===== src/rtl/shifter_pkg.sv =====
// Shared constants and types for the shifter block: datapath and amount
// widths, the load-upper-immediate shift distance, and the per-stage
// shift direction type.
package shifter_pkg;

    // Datapath width; the design is built and checked for 16 bits.
    localparam int DATA_W    = 16;

    // Two's complement shift-amount width, log2(DATA_W) + 1.
    localparam int AMT_W     = 5;

    // Fixed left shift applied by load-upper-immediate.
    localparam int LUI_SHIFT = 8;

    // Direction of a single barrel stage.
    typedef enum logic {
        DIR_LEFT  = 1'b0,
        DIR_RIGHT = 1'b1
    } shift_dir_e;

endpackage : shifter_pkg


===== src/rtl/shifter_if.sv =====
// Operand / amount / result bundle for the shifter.
// There is no handshake: the slave samples in, RLamount and lui on every
// rising clock edge and presents the registered result on out one cycle
// later, accepting a new operand every cycle.
interface shifter_if #(
    parameter int DATA_W = shifter_pkg::DATA_W,
    parameter int AMT_W  = shifter_pkg::AMT_W
);

    logic [DATA_W-1:0] in;
    logic [AMT_W-1:0]  RLamount;
    logic              lui;
    logic [DATA_W-1:0] out;

    // Side that supplies operands and consumes results.
    modport master (
        output in,
        output RLamount,
        output lui,
        input  out
    );

    // Side that performs the shift (the shifter itself).
    modport slave (
        input  in,
        input  RLamount,
        input  lui,
        output out
    );

endinterface : shifter_if


===== src/rtl/shifter_stage.sv =====
// One level of the logarithmic barrel shifter: when enabled, shifts the
// word by the fixed distance SHIFT in the selected direction, zero-filling
// the vacated bits; when disabled, passes the word through unchanged.
module shifter_stage
    import shifter_pkg::*;
#(
    parameter int DATA_W = shifter_pkg::DATA_W,
    parameter int SHIFT  = 1
) (
    input  logic [DATA_W-1:0] i_data,
    input  logic              i_en,
    input  shift_dir_e        i_dir,
    output logic [DATA_W-1:0] o_data
);

    // Conditional fixed-distance logical shift; bits pushed out are lost.
    always_comb begin
        o_data = i_data;
        if (i_en) begin
            if (i_dir == DIR_RIGHT) begin
                o_data = i_data >> SHIFT;
            end else begin
                o_data = i_data << SHIFT;
            end
        end
    end

endmodule : shifter_stage


===== src/rtl/shifter.sv =====
// Registered logical barrel shifter with a signed shift amount
// (positive = left, negative = right) and a load-upper-immediate override.
// Result appears on out one clock after its inputs are sampled.
module shifter
    import shifter_pkg::*;
#(
    parameter int DATA_W = shifter_pkg::DATA_W,
    parameter int AMT_W  = shifter_pkg::AMT_W
) (
    input  logic      clk,
    input  logic      rst_n,
    shifter_if.slave  bus
);

    // Sign / magnitude of the requested shift.
    logic              w_neg;
    shift_dir_e        w_dir;
    logic [AMT_W-1:0]  w_mag;

    // Word entering each barrel level; index AMT_W is the barrel output.
    logic [DATA_W-1:0] w_stage [0:AMT_W];

    logic [DATA_W-1:0] w_lui;
    logic [DATA_W-1:0] w_next;
    logic [DATA_W-1:0] r_out;

    // Amount decode: a left shift only ever uses the low AMT_W-1 bits, so
    // the top barrel level is reached solely by a right shift of DATA_W
    // (amount = most negative value), which clears the word.
    always_comb begin
        w_neg = bus.RLamount[AMT_W-1];
        w_dir = DIR_LEFT;
        w_mag = {1'b0, bus.RLamount[AMT_W-2:0]};
        if (w_neg) begin
            w_dir = DIR_RIGHT;
            w_mag = ~bus.RLamount + {{(AMT_W-1){1'b0}}, 1'b1};
        end
    end

    assign w_stage[0] = bus.in;

    // Barrel levels 1, 2, 4, 8, 16: each enabled by one magnitude bit.
    for (genvar k = 0; k < AMT_W; k++) begin : g_level
        shifter_stage #(
            .DATA_W (DATA_W),
            .SHIFT  (1 << k)
        ) u_stage (
            .i_data (w_stage[k]),
            .i_en   (w_mag[k]),
            .i_dir  (w_dir),
            .o_data (w_stage[k+1])
        );
    end

    // Load-upper-immediate takes precedence over any shift amount.
    always_comb begin
        w_lui  = bus.in << LUI_SHIFT;
        w_next = w_stage[AMT_W];
        if (bus.lui) begin
            w_next = w_lui;
        end
    end

    // Output register: cleared at once by reset, otherwise loads every edge.
    always_ff @(posedge clk or negedge rst_n) begin
        if (!rst_n) begin
            r_out <= '0;
        end else begin
            r_out <= w_next;
        end
    end

    assign bus.out = r_out;

endmodule : shifter


===== src/flat_wrapper.sv =====
// flat-port wrapper written by rule: the top's interface ports become plain ports
module shifter_flat import shifter_pkg::*;
#(
    parameter int DATA_W = shifter_pkg::DATA_W,
    parameter int AMT_W  = shifter_pkg::AMT_W
)
  (clk, rst_n, bus_in, bus_RLamount, bus_lui, bus_out);
  shifter_if #(.DATA_W(DATA_W), .AMT_W(AMT_W)) bus_i ();
  input  logic clk;
  input  logic rst_n;
  input wire logic [$bits(bus_i.in)-1:0] bus_in;
  input wire logic [$bits(bus_i.RLamount)-1:0] bus_RLamount;
  input wire logic [$bits(bus_i.lui)-1:0] bus_lui;
  output wire logic [$bits(bus_i.out)-1:0] bus_out;
  assign bus_i.in = bus_in;
  assign bus_i.RLamount = bus_RLamount;
  assign bus_i.lui = bus_lui;
  assign bus_out = bus_i.out;
  shifter #(.DATA_W(DATA_W), .AMT_W(AMT_W)) u_core (.clk(clk), .rst_n(rst_n), .bus(bus_i));
endmodule

===== config.mk =====
export PLATFORM = sky130hd
export DESIGN_NAME = shifter_flat
export DESIGN_NICKNAME = d
export VERILOG_FILES = /design/src/rtl/shifter_pkg.sv /design/src/rtl/shifter_if.sv /design/src/rtl/shifter_stage.sv /design/src/rtl/shifter.sv /design/src/flat_wrapper.sv
export SDC_FILE = /design/constraint.sdc
export NUM_CORES = 1
export LEC_CHECK = 0
export CAP_MARGIN = 10
export CORE_MARGIN = 4
export CORE_UTILIZATION = 50
export DETAILED_ROUTE_END_ITERATION = 10
export HOLD_SLACK_MARGIN = 0.05
export PLACE_DENSITY = 0.84
export RECOVER_POWER = 50
export SETUP_SLACK_MARGIN = 0.02
export SYNTH_ARGS = -nofsm -noshare
export SYNTH_HDL_FRONTEND = slang
export SYNTH_SLANG_ARGS = --single-unit

===== constraint.sdc =====
create_clock -name clk -period 0.8 [get_ports clk]
set_input_delay 0.08 -clock clk [delete_from_list [all_inputs] [get_ports clk]]
set_output_delay 0.08 -clock clk [all_outputs]
set_load 0.01 [all_outputs]

* Word level (Yosys, flattened, before mapping)
Index checks and enable logic that the tools add are counted.
** Cells by class
- $add $sub $neg :: 1
- Muxes and demuxes :: 12
- Bitwise gates (word level) :: 1
** Operators by type and width (number)
- $mux W16 :: 10
- $add A5 B1 Y5 const B :: 1
- $mux W5 :: 1
- $not A5 Y5 :: 1
- $mux W1 :: 1
** Word-level totals
- Bits in registers :: 16
- Input port bits :: 24
- Output and inout bits :: 16
- Word-level logic and storage cells :: 15

* Longest topological paths before layout
Gate-level depths: netlist of the first run.
- Word-level depth :: 12
- Depth in mapped cells :: 11
- Mapped depth without buffers :: 7

* Modules after synthesis
A second synthesis of the first run with hierarchy kept.
** Unflattened totals
- Cells, all modules :: 245
- Area, all modules :: 1994.4 um^2
** Modules (own cells, without submodules)
- shifter :: seq. area each 400.4 um^2, times used 1, area an instance 663.1 um^2, cells an instance 45
- shifter_stage at u_core.g_level[0].u_stage :: seq. area each 0.0 um^2, times used 1, area an instance 339.1 um^2, cells an instance 53
- shifter_stage at u_core.g_level[1].u_stage :: seq. area each 0.0 um^2, times used 1, area an instance 331.6 um^2, cells an instance 53
- shifter_stage at u_core.g_level[2].u_stage :: seq. area each 0.0 um^2, times used 1, area an instance 314.1 um^2, cells an instance 51
- shifter_stage at u_core.g_level[3].u_stage :: seq. area each 0.0 um^2, times used 1, area an instance 202.7 um^2, cells an instance 26
- shifter_stage at u_core.g_level[4].u_stage :: seq. area each 0.0 um^2, times used 1, area an instance 143.9 um^2, cells an instance 17

* Worst setup path before layout of the first run
OpenSTA, ideal clock, no wires.
- Path kind :: input to register
- Start :: input port bus_RLamount[0]
- End :: register u_core.r_out[2] (netlist: u_core.bus.out[2])
- Stages on the path :: 11
- Arrival :: 2226 ps
- Setup slack :: -1537 ps
- Path through :: buf_4 > buf_4 > buf_2 > inv_1 > ha_1 > mux2_2 > buf_2 > a211o_1 > nand3_1 > o31ai_1 > a2111oi_2
** On the way
- Longest elaborated chain between the ends :: 12
** RTL lines
- start: declaration :: RTL line flat_wrapper.sv:12 : input wire logic [$bits(bus_i.RLamount)-1:0] bus_RLamount;
- $not A5 Y5 :: RTL line shifter.sv:36 : w_mag = ~bus.RLamount + {{(AMT_W-1){1'b0}}, 1'b1};
- $add A5 B1 Y5 :: RTL line shifter.sv:36
- $mux W5 * :: RTL line shifter.sv:34 : if (w_neg) begin
- $mux W16 :: RTL line shifter_stage.sv:19 : if (i_en) begin
- $mux W16 :: RTL line shifter_stage.sv:20 : if (i_dir == DIR_RIGHT) begin
- $mux W16 :: RTL line shifter_stage.sv:19
- $mux W16 :: RTL line shifter_stage.sv:20
- $mux W16 :: RTL line shifter_stage.sv:19
- $mux W16 :: RTL line shifter_stage.sv:20
- $mux W16 :: RTL line shifter_stage.sv:19
- $mux W16 * :: RTL line shifter_stage.sv:19
- $mux W16 * :: RTL line shifter.sv:59 : if (bus.lui) begin
- via u_core.w_next[2] :: RTL line shifter.sv:24 : logic [DATA_W-1:0] w_next;
- end signal: assignment :: RTL line shifter.sv:69 : r_out <= w_next;
- end: declaration :: RTL line shifter.sv:25 : logic [DATA_W-1:0] r_out;
Mark *: on every way through the listed nets, which the timed path passes. The rest lies on a longest branch.

* Final worst setup path of the first run
- Start :: input port bus_RLamount[2]
- End :: register u_core.r_out[4] (netlist: u_core.bus.out[4])
** On the way
- Longest elaborated chain between the ends :: 8
** RTL lines (RTL line)
- $not A5 Y5 :: shifter.sv:36
- $add A5 B1 Y5 :: shifter.sv:36
- $mux W5 * :: shifter.sv:34
- $mux W16 :: shifter_stage.sv:19
- $mux W16 :: shifter_stage.sv:20
- $mux W16 :: shifter_stage.sv:19
- $mux W16 * :: shifter_stage.sv:19
- $mux W16 * :: shifter.sv:59
- via u_core.w_next[4] :: shifter.sv:24
Marks and branches as above.

==> metrics.txt, run 1 <==
CP required=930 ps; startpoint class of the critical path=primary input; Synth Instances=268; Tot Pwr=4.60 mW; Die X=73.1 um; clock root cell=clkbuf_8; Syn. warnings=0; Core Region=0.00406 mm2; Final Hold Fails=0; RSZ-0062 raised after global routing=yes; antenna viol nets, final=0; PwrDens=1190 mW/mm2; first-pass GRT wire length=15.3 mm; Worst Setup End Kind=flop; final setup fails=32; max-slew violation count=0; ys flop type=dfrtp_1; clk sinks=16; ant diodes=0; sequential fraction of the synthesis area=18.9%; CTS buffer count=3; post-route clock period utilization=226%; actual slew at the worst max-slew pin=558 ps; GRT overflow=0; vias post-DR=3561; f_max=0.552 GHz; Iteration-0 DRC Markers=684; layout cell share with drive strength beyond 1=54.4%; vias in the first global route=3036; Synth area leaders=dfrtp_1 (19%), mux2i_1 (17%), nor2_1 (5.1%), a211oi_1 (3.9%), nand2b_1 (3.5%); GRT Resource Usage Total=37.3%; CTS tree=done; DIE AREA=0.00535 mm2; Final #Nets=425; Post-synth EDFFs=0; H-tree levels=1; Tmin final=1810 ps; area delta synth->final=81.9%; pin count of the biggest net entering global routing=18; setup slack after layout=-1010 ps; hold crit path type=in -> async; CP arrival=1940 ps; post-detail-place hpwl=6.39 mm; drt wl/cell=30.4 um; top-count cell post-synth=mux2i_1; IO Port Bufs=39; Yosys cell types=60; post-synthesis register bit count=16; vias per std cell=7.93; Leakage=1.78 nW; WL final=13.7 mm; die height=73.1 um; site row count=23; Crit Path Category=in -> reg; Placer Congestion=1.03; commonest cells in the netlist=mux2i_1 (36), nor2_1 (29), dfrtp_1 (16); Synth Cell Area=0.00212 mm2; Reg clk slew, reported paths=70 ps; failing checks=setup timing; Ports=40; Setup TNS Final=-13980 ps; Synth Area per Inst=7.92 um2; CTS max path bufs=2; outcome=finished with violations; top-area cell type share of the netlist area=18.9%; initial core utilization=52.3%; Max Cap Viol=0; # DRC=0; Slew headroom=62.6%; Mapped Nets=293; initial antenna violation count=0; Largest register FFs=16; Async S/R FF share, synth=100%; DR pass1 iterations=6; Max VDD drop=761 uV; CP max FO=6; area leader, netlist=dfrtp_1
[cells in the final DEF, fill, tap and decap left out, drive strengths merged, types with 6 or more instances in the layout]
cell / Yosys / final
o31ai: 6 / 6
dlygate4sd2: 0 / 10
mux2i: 36 / 36
a31oi: 8 / 8
a211oi: 12 / 12
o21ai: 20 / 20
nand2: 16 / 16
clkbuf: 9 / 6
nor2: 29 / 29
buf: 14 / 127
nand2b: 12 / 12
dfrtp: 16 / 16
a211o: 6 / 6
nor3: 7 / 7
a21oi: 9 / 9
[metrics by stage]
stage	setup slack (ps)	hold slack, ps	area, um2	std cells	utilization [%]
after floorplan	-1140	-216	2210	268	-
after global placement	-1480	428	3140	418	77.3
after detailed placement	-1470	435	3140	418	77.3
after CTS	-732	196	3440	433	84.7
after global routing	-1050	380	3860	449	95.1
final	-1010	375	3860	449	95.1
[routing by layer]
metal  vias up  global-route usage (%)  share of wire [%]
met3       207                    8.68                 15
met5         -                       0                  0
li1       1299                       -                  -
met2       475                    59.8                 41
met1      1580                    46.1                 31
met4         0                    19.9                 12
[cell type report]
type	instances	area, um2
Clock buffer	4	55.1
Fill cell	101	198
Inverter	4	20.0
Multi-Input combinational cell	226	2020
Sequential cell	16	400
Tap cell	50	62.6
Timing Repair Buffer	149	1310
[report_power, final]
part           total, mW  switching, mW  internal (mW)
Clock              0.741          0.304          0.438
Combinational       2.93           1.62           1.31
Sequential         0.931         0.0350          0.896
Total               4.60           1.95           2.65
[cells by family (layout without fill, tap and decap cells)]
logic type	count (synthesis)	count (layout)	synth area share [%]
AO/OA/AOI/OAI	96	96	33.7
AND/OR/NAND/NOR	87	87	20.0
adder cells (fa/ha/maj)	1	1	0.590
flip-flops	16	16	18.9
XOR/XNOR	2	2	1.18
buffers and inverters	27	157	7.07
multiplexers	39	40	18.6
[critical path, cell delays in order]
cell and delay, ps:
dlygate4sd2_1 330, nand2b_2 270, buf_4 170, and3_1 280
buf_4 200, o211a_1 150, a41oi_1 310, a31oi_1 140
[final timing paths]
path                       cells after the start       startpoint  slack, ps                           end
max                                            8  bus_RLamount[2]      -1010   u_core.bus.out[4]$_DFF_PN0_
min                                            2            rst_n        370  u_core.bus.out[13]$_DFF_PN0_
max in group asynchronous                      2            rst_n        140  u_core.bus.out[15]$_DFF_PN0_
min in group clk                               5  bus_RLamount[0]        380   u_core.bus.out[6]$_DFF_PN0_
[timing repair]
item / 4_1_cts / 5_1_grt
setup endpoints to repair: 32 / 32
setup buffers: 9 / 15
hold buffers: 0 / 0
pin swaps: 14 / 25
gates resized for setup: 142 / 69
gates cloned: 2 / 1
Note: power is estimated with default switching activity, not from simulation.
==> run 2, diff against run 1 <==
--- a/config.mk
+++ b/config.mk
@@ -10,7 +10,7 @@
 export CORE_UTILIZATION = 50
 export DETAILED_ROUTE_END_ITERATION = 10
 export HOLD_SLACK_MARGIN = 0.05
-export PLACE_DENSITY = 0.84
+export PLACE_DENSITY = 0.83
 export RECOVER_POWER = 50
 export SETUP_SLACK_MARGIN = 0.02
 export SYNTH_ARGS = -nofsm -noshare
==> run 2 against run 1 <==
  * The run now fails in 5_1_grt
  * Synthesized cell count stayed put
  * Area after synthesis stayed put
==> metrics.txt, run 2 <==
Ports=40 (unchanged); CTS buffer count=3 (unchanged); Post-synth EDFFs=0 (unchanged); stage reached=5_1_grt; CTS Hold Buffers Added=0 (unchanged); Synth Area per Inst=7.92 um2 (unchanged); CTS max path bufs=2 (unchanged); top-area cell type share of the netlist area=18.9% (unchanged); commonest cells in the netlist=mux2i_1 (36), nor2_1 (29), dfrtp_1 (16) (unchanged); Worst endpoint, post-GRT repair=u_core.bus.out[5]$_DFF_PN0_/D; sequential fraction of the synthesis area=18.9% (unchanged); post-synthesis register bit count=16 (unchanged); Placer Congestion=0.954 (was 1.03); IO Port Bufs=39 (unchanged); top-count cell post-synth=mux2i_1 (unchanged); placed cells=428 (was 418); Mapped Nets=293 (unchanged); initial core utilization=52.3% (unchanged); Synth area leaders=dfrtp_1 (19%), mux2i_1 (17%), nor2_1 (5.1%), a211oi_1 (3.9%), nand2b_1 (3.5%) (unchanged); worst endpoint type=sequential cell input; site row count=23 (unchanged); First Err=[ERROR DPL-0038] Utilization greater than 100%, impossible to legalize; H-tree levels=1 (unchanged); Synth Cell Area=0.00212 mm2 (unchanged); Synth Instances=268 (unchanged); Async S/R FF share, synth=100% (unchanged); Yosys cell types=60 (unchanged); pin count of the biggest net entering global routing=18; Setup WS pre-CTS=-1410 ps (was -1470 ps); die height=73.1 um (unchanged); area leader, netlist=dfrtp_1 (unchanged); outcome=stopped before the end (was finished with violations); post-detail-place hpwl=7.01 mm (was 6.39 mm); Syn. warnings=0 (unchanged); clk sinks=16 (unchanged); Die X=73.1 um (unchanged); clock root cell=clkbuf_8 (unchanged); ys flop type=dfrtp_1 (unchanged)
## run 2: logic make-up after synthesis
logic type | Yosys count | synth area share, %
buf+inv | 27 | 7.07
fa+ha+maj | 1 | 0.590
xor+xnor | 2 | 1.18
simple gates | 87 | 20.0
flops | 16 | 18.9
mux | 39 | 18.6
compound gates | 96 | 33.7
## run 2: stage by stage
stage | instance area (um2) | setup TNS [ps] | util [%]
2_1_floorplan | 2210 | -16270 | -
3_3_place_gp | 3240 | -22820 | 79.7
3_5_place_dp | 3240 | -23580 | 79.7
4_1_cts | 3600 | -10370 | 88.7
## run 2: timing repair
action / in CTS
setup endpoints to repair: 32
resized for setup: 164
buffers inserted: 8
pin swaps: 22
gates cloned: 3
==> run 3, diff against run 2 <==
--- a/config.mk
+++ b/config.mk
@@ -7,12 +7,10 @@
 export LEC_CHECK = 0
 export CAP_MARGIN = 10
 export CORE_MARGIN = 4
-export CORE_UTILIZATION = 50
+export CORE_UTILIZATION = 35
 export DETAILED_ROUTE_END_ITERATION = 10
-export HOLD_SLACK_MARGIN = 0.05
-export PLACE_DENSITY = 0.83
+export PLACE_DENSITY_LB_ADDON = 0.15
 export RECOVER_POWER = 50
-export SETUP_SLACK_MARGIN = 0.02
 export SYNTH_ARGS = -nofsm -noshare
 export SYNTH_HDL_FRONTEND = slang
 export SYNTH_SLANG_ARGS = --single-unit
==> run 3 against run 2 <==
  * The flow now finishes, with violations (setup timing)
==> metrics.txt, run 3 (synthesized netlist as in run 1, its figures left out) <==
CP arrival=1700 ps; Tmin final=1530 ps; Finished Layout Cells=461; RSZ-0062 raised after global routing=yes; first-pass GRT wire length=14.1 mm; site row count=28 (was 23); CTS buffer count=3 (unchanged); Crit Path Category=in -> reg; Setup TNS Final=-11110 ps; Ports=40 (unchanged); IO Port Bufs=39 (unchanged); Max VDD drop=639 uV; f_max=0.653 GHz; Seq pwr share=22.9%; WP buf/inv=3; clock root cell=clkbuf_8 (unchanged); # DRC=0; GRT overflow=0; Core Region=0.00589 mm2; Logic pwr share=62.1%; die height=85.9 um (was 73.1 um); failing checks=setup timing; initial antenna violation count=0; DIE AREA=0.00737 mm2; Final Hold Fails=0; CP max stage cell=mux2_4; CTS tree=done; Slew headroom=63.3%; Clk pwr share=15.0%; area delta synth->final=74.1%; Reg clk slew, reported paths=60 ps; Max Cap Viol=0; Largest register FFs=16; max incr delay on CP=310 ps; startpoint class of the critical path=primary input; CP required=970 ps; initial core utilization=36.1% (was 52.3%); vias in the first global route=2752; ant diodes=0; Setup WS pre-CTS=-1470 ps (was -1410 ps); WL final=9.12 mm; clk sinks=16 (unchanged); layout cell share with drive strength beyond 1=53.6%; max-slew violation count=0; register area=400 um2; GRT Resource Usage Total=24.0%; final setup fails=32; Int Power=2.43 mW; antenna viol nets, final=0; CTS Hold Buffers Added=0 (unchanged); Final #Nets=413; multi-input logic area=0.00200 mm2; DR pass1 iterations=5; Die X=85.9 um (was 73.1 um); Iteration-0 DRC Markers=225; most common library cell in the layout ignoring fill and taps=buf_4; drt wl/cell=19.8 um; Sw Ratio=39.5%; crit path cell chain=buf_8 > inv_4 > ha_4 > mux2_4 > buf_6 > a211o_4 > a32oi_1 > o21ai_1 > a31oi_1; vias post-DR=2734; CTS max path bufs=2 (unchanged); vias per std cell=5.93; hold crit path type=in -> async; H-tree levels=1 (unchanged); PwrDens=1090 mW/mm2; pin count of the biggest net entering global routing=22; most frequent cells in the layout=buf_4 (85), mux2i_1 (25), nor2_1 (23); Fill cells=510; post-detail-place hpwl=6.60 mm (was 7.01 mm); net switching power=1.59 mW; post-route clock period utilization=192%; Placer Congestion=0.982 (was 0.954); actual slew at the worst max-slew pin=548 ps; critical path's top delay family=compound AO/OA/AOI/OAI gates; setup slack after layout=-732 ps; CP max FO=6; Leakage=1.65 nW; placed cells=447 (was 428); outcome=finished with violations (was stopped before the end); Worst Setup End Kind=flop
## run 3: repair_timing
| item | 4_1_cts | 5_1_grt |
|---|---|---|
| pin swaps | 25 | 20 |
| endpoints found under the setup margin | 32 | 32 |
| setup buffers | 9 | 2 |
| gates resized for setup | 161 | 38 |
## run 3: cell type report
| class | count | area share [%] |
|---|---|---|
| clock buffer | 3 | 1.12 |
| inverter | 4 | 0.542 |
| timing repair buffer | 138 | 30.9 |
| multi-input combinational | 225 | 54.0 |
| tap | 75 | 2.54 |
| sequential | 16 | 10.8 |
## run 3: metal layers
metal | GRT usage, % | part of all wire, % | vias up
li1 | - | - | 1268
met1 | 30.5 | 42 | 1334
met2 | 41.3 | 50 | 110
met3 | 3.46 | 5.4 | 22
met4 | 8.20 | 3.3 | 0
met5 | 0 | 0 | -
## run 3: final timing paths
| path | depth (start not counted) | from | endpoint | slack (ps) |
|---|---|---|---|---|
| max | 9 | bus_RLamount[1] | u_core.bus.out[5]$_DFF_PN0_ | -730 |
| min | 2 | rst_n | u_core.bus.out[15]$_DFF_PN0_ | 300 |
| max in group asynchronous | 2 | rst_n | u_core.bus.out[2]$_DFF_PN0_ | 210 |
| min in group clk | 5 | bus_RLamount[0] | u_core.bus.out[6]$_DFF_PN0_ | 380 |
## run 3: stage by stage
step	hold WS, ps	area (um2)	power (mW)	utilization, %
3_3_place_gp	432	3230	2.97	54.9
6_report	296	3690	4.01	62.8
3_5_place_dp	433	3230	2.98	54.9
4_1_cts	172	3530	3.80	60.0
5_1_grt	333	3690	4.22	62.8
2_1_floorplan	-216	2210	1.97	-
## run 3: power groups by stage
stage	clock (mW)	combinational, mW	sequential, mW
floorplan	0	0.985	0.981
finish	0.600	2.49	0.919
global route	0.657	2.63	0.930
detailed placement	0	2.04	0.938
global placement	0	2.03	0.936
CTS	0.614	2.27	0.918
